$ cat src/rtl/register_file_sb.sv
// Register file with write-through read bypass, hardwired zero register and a
// per-register pending-write scoreboard for RAW/WAW hazard detection.
module register_file_sb #(
  parameter int unsigned N      = 32,
  parameter int unsigned ADDR_W = 5
) (
  input  logic              clk,
  input  logic              reset,
  input  logic              Reg_Write_i,
  input  logic [ADDR_W-1:0] Write_Register_i,
  input  logic [N-1:0]      Write_Data_i,
  input  logic [ADDR_W-1:0] Read_Register_1_i,
  input  logic [ADDR_W-1:0] Read_Register_2_i,
  output logic [N-1:0]      Read_Data_1_o,
  output logic [N-1:0]      Read_Data_2_o,
  output logic              Busy_1_o,
  output logic              Busy_2_o,
  input  logic              Reserve_i,
  input  logic [ADDR_W-1:0] Reserve_Register_i,
  output logic              Reserve_Ack_o,
  output logic [ADDR_W:0]   Pending_Count_o,
  output logic [N-1:0]      Q1
);

  localparam int unsigned DEPTH = 2 ** ADDR_W;
  localparam int unsigned CntW  = ADDR_W + 1;

  logic [N-1:0]      regs_q [DEPTH];
  logic [DEPTH-1:0]  pending_q, pending_d;
  logic [ADDR_W:0]   count_q, count_d;

  logic wr_en;
  logic wr_hit_1, wr_hit_2, wr_hit_rsv;
  logic rsv_set, wr_clr, cnt_inc, cnt_dec;

  // Decode write/reserve events shared by the read, busy and scoreboard logic.
  always_comb begin
    wr_en      = Reg_Write_i && (Write_Register_i != '0);
    wr_hit_1   = Reg_Write_i && (Write_Register_i == Read_Register_1_i);
    wr_hit_2   = Reg_Write_i && (Write_Register_i == Read_Register_2_i);
    wr_hit_rsv = Reg_Write_i && (Write_Register_i == Reserve_Register_i);
  end

  // Read ports: zero register, then writeback bypass, then stored value.
  always_comb begin
    Read_Data_1_o = '0;
    Read_Data_2_o = '0;
    if (Read_Register_1_i != '0) begin
      Read_Data_1_o = wr_hit_1 ? Write_Data_i : regs_q[Read_Register_1_i];
    end
    if (Read_Register_2_i != '0) begin
      Read_Data_2_o = wr_hit_2 ? Write_Data_i : regs_q[Read_Register_2_i];
    end
  end

  // Busy and reserve handshake; r0 is never pending so it is never busy.
  always_comb begin
    Busy_1_o      = pending_q[Read_Register_1_i] && !wr_hit_1;
    Busy_2_o      = pending_q[Read_Register_2_i] && !wr_hit_2;
    Reserve_Ack_o = Reserve_i && ((Reserve_Register_i == '0) ||
                                  !pending_q[Reserve_Register_i] || wr_hit_rsv);
    Pending_Count_o = count_q;
    Q1              = regs_q[1];
  end

  // Scoreboard next state: a reserve wins over a same-cycle release of the
  // same register, so that case neither sets nor clears the count.
  always_comb begin
    rsv_set   = Reserve_Ack_o && (Reserve_Register_i != '0);
    wr_clr    = wr_en && pending_q[Write_Register_i];
    cnt_inc   = rsv_set && !pending_q[Reserve_Register_i];
    cnt_dec   = wr_clr && !(rsv_set && (Reserve_Register_i == Write_Register_i));
    pending_d = pending_q;
    if (wr_clr) begin
      pending_d[Write_Register_i] = 1'b0;
    end
    if (rsv_set) begin
      pending_d[Reserve_Register_i] = 1'b1;
    end
    count_d = count_q + CntW'(cnt_inc) - CntW'(cnt_dec);
  end

  // Scoreboard state.
  always_ff @(posedge clk or negedge reset) begin
    if (!reset) begin
      pending_q <= '0;
      count_q   <= '0;
    end else begin
      pending_q <= pending_d;
      count_q   <= count_d;
    end
  end

  // Register storage; r0 is never written.
  always_ff @(posedge clk or negedge reset) begin
    if (!reset) begin
      for (int i = 0; i < int'(DEPTH); i++) begin
        regs_q[i] <= '0;
      end
    end else if (wr_en) begin
      regs_q[Write_Register_i] <= Write_Data_i;
    end
  end

endmodule

$ cat config.mk
export PLATFORM = sky130hd
export DESIGN_NAME = register_file_sb
export DESIGN_NICKNAME = d
export VERILOG_FILES = /design/src/rtl/register_file_sb.sv
export SDC_FILE = /design/constraint.sdc
export NUM_CORES = 2
export LEC_CHECK = 0
export CAP_MARGIN = 20
export CELL_PAD_IN_SITES_DETAIL_PLACEMENT = 1
export CELL_PAD_IN_SITES_GLOBAL_PLACEMENT = 1
export CORE_ASPECT_RATIO = 1.1
export CORE_MARGIN = 2
export CORE_UTILIZATION = 30
export DETAILED_ROUTE_END_ITERATION = 10
export PLACE_DENSITY = 0.63
export RECOVER_POWER = 25
export SLEW_MARGIN = 30
export SYNTH_ARGS = -nofsm -noshare
export SYNTH_HDL_FRONTEND = slang
export SYNTH_SLANG_ARGS = --single-unit
$ cat constraint.sdc
create_clock -name clk -period 3.6 [get_ports clk]
set_input_delay 0.9 -clock clk [delete_from_list [all_inputs] [get_ports clk]]
set_output_delay 0.9 -clock clk [all_outputs]
set_load 0.05 [all_outputs]
# Yosys cells after proc, flatten, opt, wreduce, memory -nomap -nowiden
# Index checks and enable logic that the tools add are counted.
[word_totals]
input_bits = 56
ff_bits = 1062
[op_classes]
reduce_logical = 26
n_eq_ne = 4
n_bitwise = 6
n_mux = 27
order_cmp = 10
addsub = 2
[op_table]
columns = ["cell", "n"]
rows = [
  ["bitwise mux 1024 bit", 1],
  ["2-to-1 mux 32 bit", 11],
  ["binary-select mux 32 bit (select 5 bit)", 2],
  ["demux 32 bit (select 5 bit)", 1],
  ["bitwise AND 32 bit", 1],
  ["NOT 32 bit", 1],
  ["OR 32 bit", 1],
  ["< comparator 5 x 6 -> 1 bit (second input constant)", 4],
  ["binary-select mux 1 bit (select 5 bit)", 4],
  ["== test 5 bit", 4],
  ["nonzero test 5 bit", 4],
  [">= comparator 6 bit (second input constant)", 3],
  ["NOT 5 -> 6 bit", 3],
  ["logical AND 1 bit", 15],
  ["demux 1 bit (select 5 bit)", 2],
  [">= comparator 5 x 1 -> 1 bit (second input constant)", 2],
  ["adder 6 x 1 -> 6 bit", 1],
  ["< comparator 6 x 1 -> 1 bit (second input constant)", 1],
  ["2-to-1 mux 1 bit", 6],
  ["subtractor 6 x 1 -> 6 bit", 1],
  ["logical NOT 5 bit", 1],
  ["logical NOT 1 bit", 4],
  ["logical OR 1 bit", 2],
]

# Depth between registers and ports, before layout
[logic_depth]
word_depth = 11
mapped_depth = 18
depth_no_buf = 15

# Worst setup path before layout
# No wires, ideal clock.
[synth_path]
path_kind = "input -> register"
from = "in Reserve_Register_i[0]"
to = "reg count_q[4], in the netlist Pending_Count_o[4]"
t_required_ns = 3.477
slack_ns = -0.976
path_buffers = 1
stages = 15
arrival_time_ns = 4.454
path_cell_list = "clkbuf_1 mux4_2 nand2b_1 o2111ai_1 a31oi_1 a311oi_1 ha_1 inv_1 ha_1 inv_1 fa_1 inv_1 a21o_1 a21oi_1 xnor2_1"
[synth_between]
elab_chain_len = 11
word_cells_on_any_way = 18
[synth_lines]
columns = ["element", "line_no", "rtl"]
rows = [
  ["from (decl)", "19", "input logic [ADDR_W-1:0] Reserve_Register_i,"],
  ["binary-select mux 1 bit (select 5 bit)", "61", "!pending_q[Reserve_Register_i] || wr_hit_rsv);"],
  ["2-to-1 mux 1 bit (not written as such)", "61", ""],
  ["logical NOT 1 bit", "61", ""],
  ["logical OR 1 bit", "60", "Reserve_Ack_o = Reserve_i && ((Reserve_Register_i == '0) ||"],
  ["logical OR 1 bit *", "61", ""],
  ["logical AND 1 bit *", "60", ""],
  ["net Reserve_Ack_o", "20", "output logic Reserve_Ack_o,"],
  ["logical AND 1 bit *", "69", "rsv_set = Reserve_Ack_o && (Reserve_Register_i != '0);"],
  ["parallel branches: the longest is 3 deep, another holds adder 6 x 1 -> 6 bit", "-", ""],
  ["subtractor 6 x 1 -> 6 bit *", "80", "count_d = count_q + CntW'(cnt_inc) - CntW'(cnt_dec);"],
  ["net count_d[4]", "30", "logic [ADDR_W:0] count_q, count_d;"],
  ["to (signal assigned)", "90", "count_q <= count_d;"],
  ["to (decl)", "30", ""],
]
# Mark *: on every way through the listed nets, which the timed path passes. The select of a mux whose other input is x is not followed.
# A chain may end at the register's enable or synchronous reset.

# Worst setup path in the final report
[layout_path]
from = "in Read_Register_1_i[0]"
to = "out Read_Data_1_o[19]"
[layout_between]
elab_chain_len = 6
word_cells_on_any_way = 9
[layout_lines]
columns = ["element", "line_no", "rtl"]
rows = [
  ["from (decl)", "12", "input logic [ADDR_W-1:0] Read_Register_1_i,"],
  ["NOT 5 -> 6 bit (not written as such)", "49", "Read_Data_1_o = wr_hit_1 ? Write_Data_i : regs_q[Read_Register_1_i];"],
  ["binary-select mux 32 bit (select 5 bit)", "49", ""],
  ["2-to-1 mux 32 bit (not written as such) (2 in a row)", "49", ""],
  ["2-to-1 mux 32 bit", "49", ""],
  ["2-to-1 mux 32 bit *", "48", "if (Read_Register_1_i != '0) begin"],
  ["to (decl)", "14", "output logic [N-1:0] Read_Data_1_o,"],
]
# Every way passes the cells marked *; elsewhere a longest branch is shown, timed or not. The select of a mux whose other input is x is not followed.

==> impl_metrics.json <==
{
  "cp.required_ns": 2.70,
  "drc_errors": 0,
  "synth_nets": 4250,
  "p_clk_share_pct": 31.0,
  "p_sw_mw": 12.6,
  "routed_wl_um": 244000,
  "routed-via-count": 42980,
  "period_share_pct": 110,
  "yosysWarnings": 0,
  "clockRootBuffer": "clkbuf_16",
  "p_seq_share_pct": 40.6,
  "min_period_ns": 3.97,
  "relSlewSlack_pct": -49.0,
  "finalHoldViolations": 0,
  "wire_per_inst_um": 32.8,
  "synth_top_area_share_pct": 45.3,
  "ys_types": 63,
  "pre_cts_slack_ns": -0.852,
  "grtUsageTotal_pct": 24.2,
  "drtPass1Iterations": 5,
  "grt_pass1_vias": 46451,
  "rsz0062_at_grt": "true",
  "cap_violations": 2,
  "ys_seq_elements": 1062,
  "syn-cell-area_um2": 58700,
  "async_flop_share_pct": 100,
  "worstSetupPathType": "input port to output pin",
  "synthFlopType": "dfrtp_1",
  "hold_slack_ns": 0.399,
  "areaGrowthSynthToFinish_pct": 33.3,
  "p_leak_nw": 33.4,
  "final_max_slew_viol_count": 89,
  "vdd.ir_drop.worst_mv": 0.411,
  "postCtsHoldBufs": 0,
  "violations": "max-capacitance violations, max-slew violations, negative setup slack",
  "dp_hpwl_um": 157000,
  "grt_max_degree": 90,
  "portBuffers": 160,
  "clk_latency_ns": 0.78,
  "die_area_um2": 199000,
  "synth_area_leaders": "dfrtp_1, mux2_2, mux4_2, mux2i_1, clkbuf_1",
  "netlist.top_cell.by_area": "dfrtp_1",
  "ioPinCount": 161,
  "dieHeight_um": 468,
  "rows": 170,
  "start_util_pct": 30.1,
  "synth_edf_count": 0,
  "arrival_ns": 3.07,
  "reg2reg_slack_ns": 0.62,
  "cts_tree": "done",
  "tightest_slew_ns": 2.23,
  "cp-end-kind": "output pin",
  "placed_area_um2": 69200,
  "power_density_nw_per_um2": 511,
  "gp_congestion": 0.878,
  "nets": 4826,
  "fmax_ghz": 0.252,
  "fin_skew_ns": 0.0127,
  "setup_viol": 66,
  "cp_max_fo": 6,
  "startpoint_type": "input port",
  "status": "complete, but fails checks",
  "die-width_um": 426,
  "cts_max_level": 3,
  "antenna_found_initial": 6,
  "synthCells": 4187,
  "grt_pass1_wl_um": 349000,
  "ant_nets": 0,
  "setup_slack_ns": -0.367,
  "synth-seq-area-share_pct": 45.3,
  "path_clk_slew_ns": 0.06,
  "core_area_um2": 195000,
  "avgSynthCellArea_um2": 14.0,
  "synth_most_common_cell": "dfrtp_1",
  "clock_sinks": 1062,
  "setup_tns_ns": -11.93,
  "cts_buffers": 120,
  "design_area_um2": 78200,
  "drt_iter0_markers": 3516,
  "comb_power_share_pct": 28.4,
  "clock_path_buffers": 3,
  "vias_per_cell": 5.78,
  "grt-ovfl-total": 0,
  "synth_commonest_cells": "dfrtp_1, mux2_2, mux4_2",
  "hp-class": "flop to flop",
  "layout-drive-gt1-share_pct": 59.6,
  "switching_share_pct": 31.6,
  "p_int_mw": 27.3
}
area by class of cell:
| class | instances | area, um^2 |
|---|---|---|
| Multi-Input combinational cell | 2597 | 32600 |
| Fill cell | 19559 | 116000 |
| Clock inverter | 30 | 265 |
| Inverter | 21 | 85.1 |
| Clock buffer | 190 | 3620 |
| Timing Repair Buffer | 961 | 11800 |
| Tap cell | 2580 | 3230 |
| Sequential cell | 1062 | 26600 |
| Antenna cell | 1 | 2.50 |
state kept, by name, indices dropped and copies added, names as in the netlist:
name,flops
Pending_Count_o,6
regs_q,992
Q1,32
pending_q,32
cell families after synthesis:
group / after synthesis / share of synthesized area [%]
and+or+nand+nor: 334 / 2.79
xor gates and xnor gates: 20 / 0.299
adders and majority gates: 7 / 0.162
AOI/OAI and AO/OA: 487 / 6.00
buffers and inverters: 528 / 4.22
muxes: 1749 / 41.2
DFF: 1062 / 45.3
power by group through the flow:
stage	sequential, mW	clock, mW	combinational (mW)
after global routing	16.5	13.0	12.0
after floorplan	15.7	0	6.97
after global placement	16.1	0	10.0
final	16.2	12.4	11.3
after CTS	16.1	12.6	11.1
after detailed placement	16.3	0	10.2
timing repair:
action	4_1_cts	5_1_grt
gates resized for setup	555	208
pin swaps	150	136
buffers inserted	108	71
endpoints found under the setup margin	67	69
cloned	27	4
cell usage in the layout, fill, tap and decap left out, types with 26 or more instances in the layout:
master	n
a211oi_2	27
a21oi_1	26
a221o_1	36
a221oi_2	48
a22oi_2	33
buf_12	219
buf_16	37
buf_4	438
buf_6	98
buf_8	50
clkbuf_1	50
clkbuf_16	126
clkbuf_8	31
clkdlybuf4s50_1	71
dfrtp_1	1061
mux2_1	29
mux2_2	965
mux2i_1	295
mux4_2	434
nand2_1	42
nand3_1	38
nor2_1	32
nor2_4	40
o21ai_0	54
o31ai_1	36
worst paths after layout:
kind,cells past startpoint,end,start
setup / recovery,11,Read_Data_1_o[19],Read_Register_1_i[0]
hold / removal,0,regs_q[1007],regs_q[1007]
setup reg to reg,13,Pending_Count_o[5],pending_q[3]
hold reg to reg,0,regs_q[1007],regs_q[1007]
max in group asynchronous,3,regs_q[216],reset
min in group asynchronous,1,Pending_Count_o[3],reset
through the flow:
stage,utilization [%],cells,power [mW]
finish,40.2,7442,39.9
global route,40.2,7441,41.5
CTS,39.6,7395,39.8
detailed placement,35.6,7050,26.5
global placement,35.6,7050,26.1
floorplan,-,4187,22.7
critical path, cell delays in order:
cell and delay [ns]:
buf_16 0.12, buf_12 0.12, buf_12 0.12, buf_16 0.17, mux4_2 0.51, and2_1 0.19, a211oi_1 0.29, a21oi_1 0.15
o22ai_4 0.22, nor2_4 0.07, buf_12 0.15
routing by layer:
metal,vias to the layer above,GRT usage (%),routed length (um)
li1,17337,-,-
met1,23606,31.2,99500
met2,1554,39.4,116000
met3,477,4.30,15200
met4,6,11.7,12800
met5,-,0,46
(Power assumes the default switching activity.)
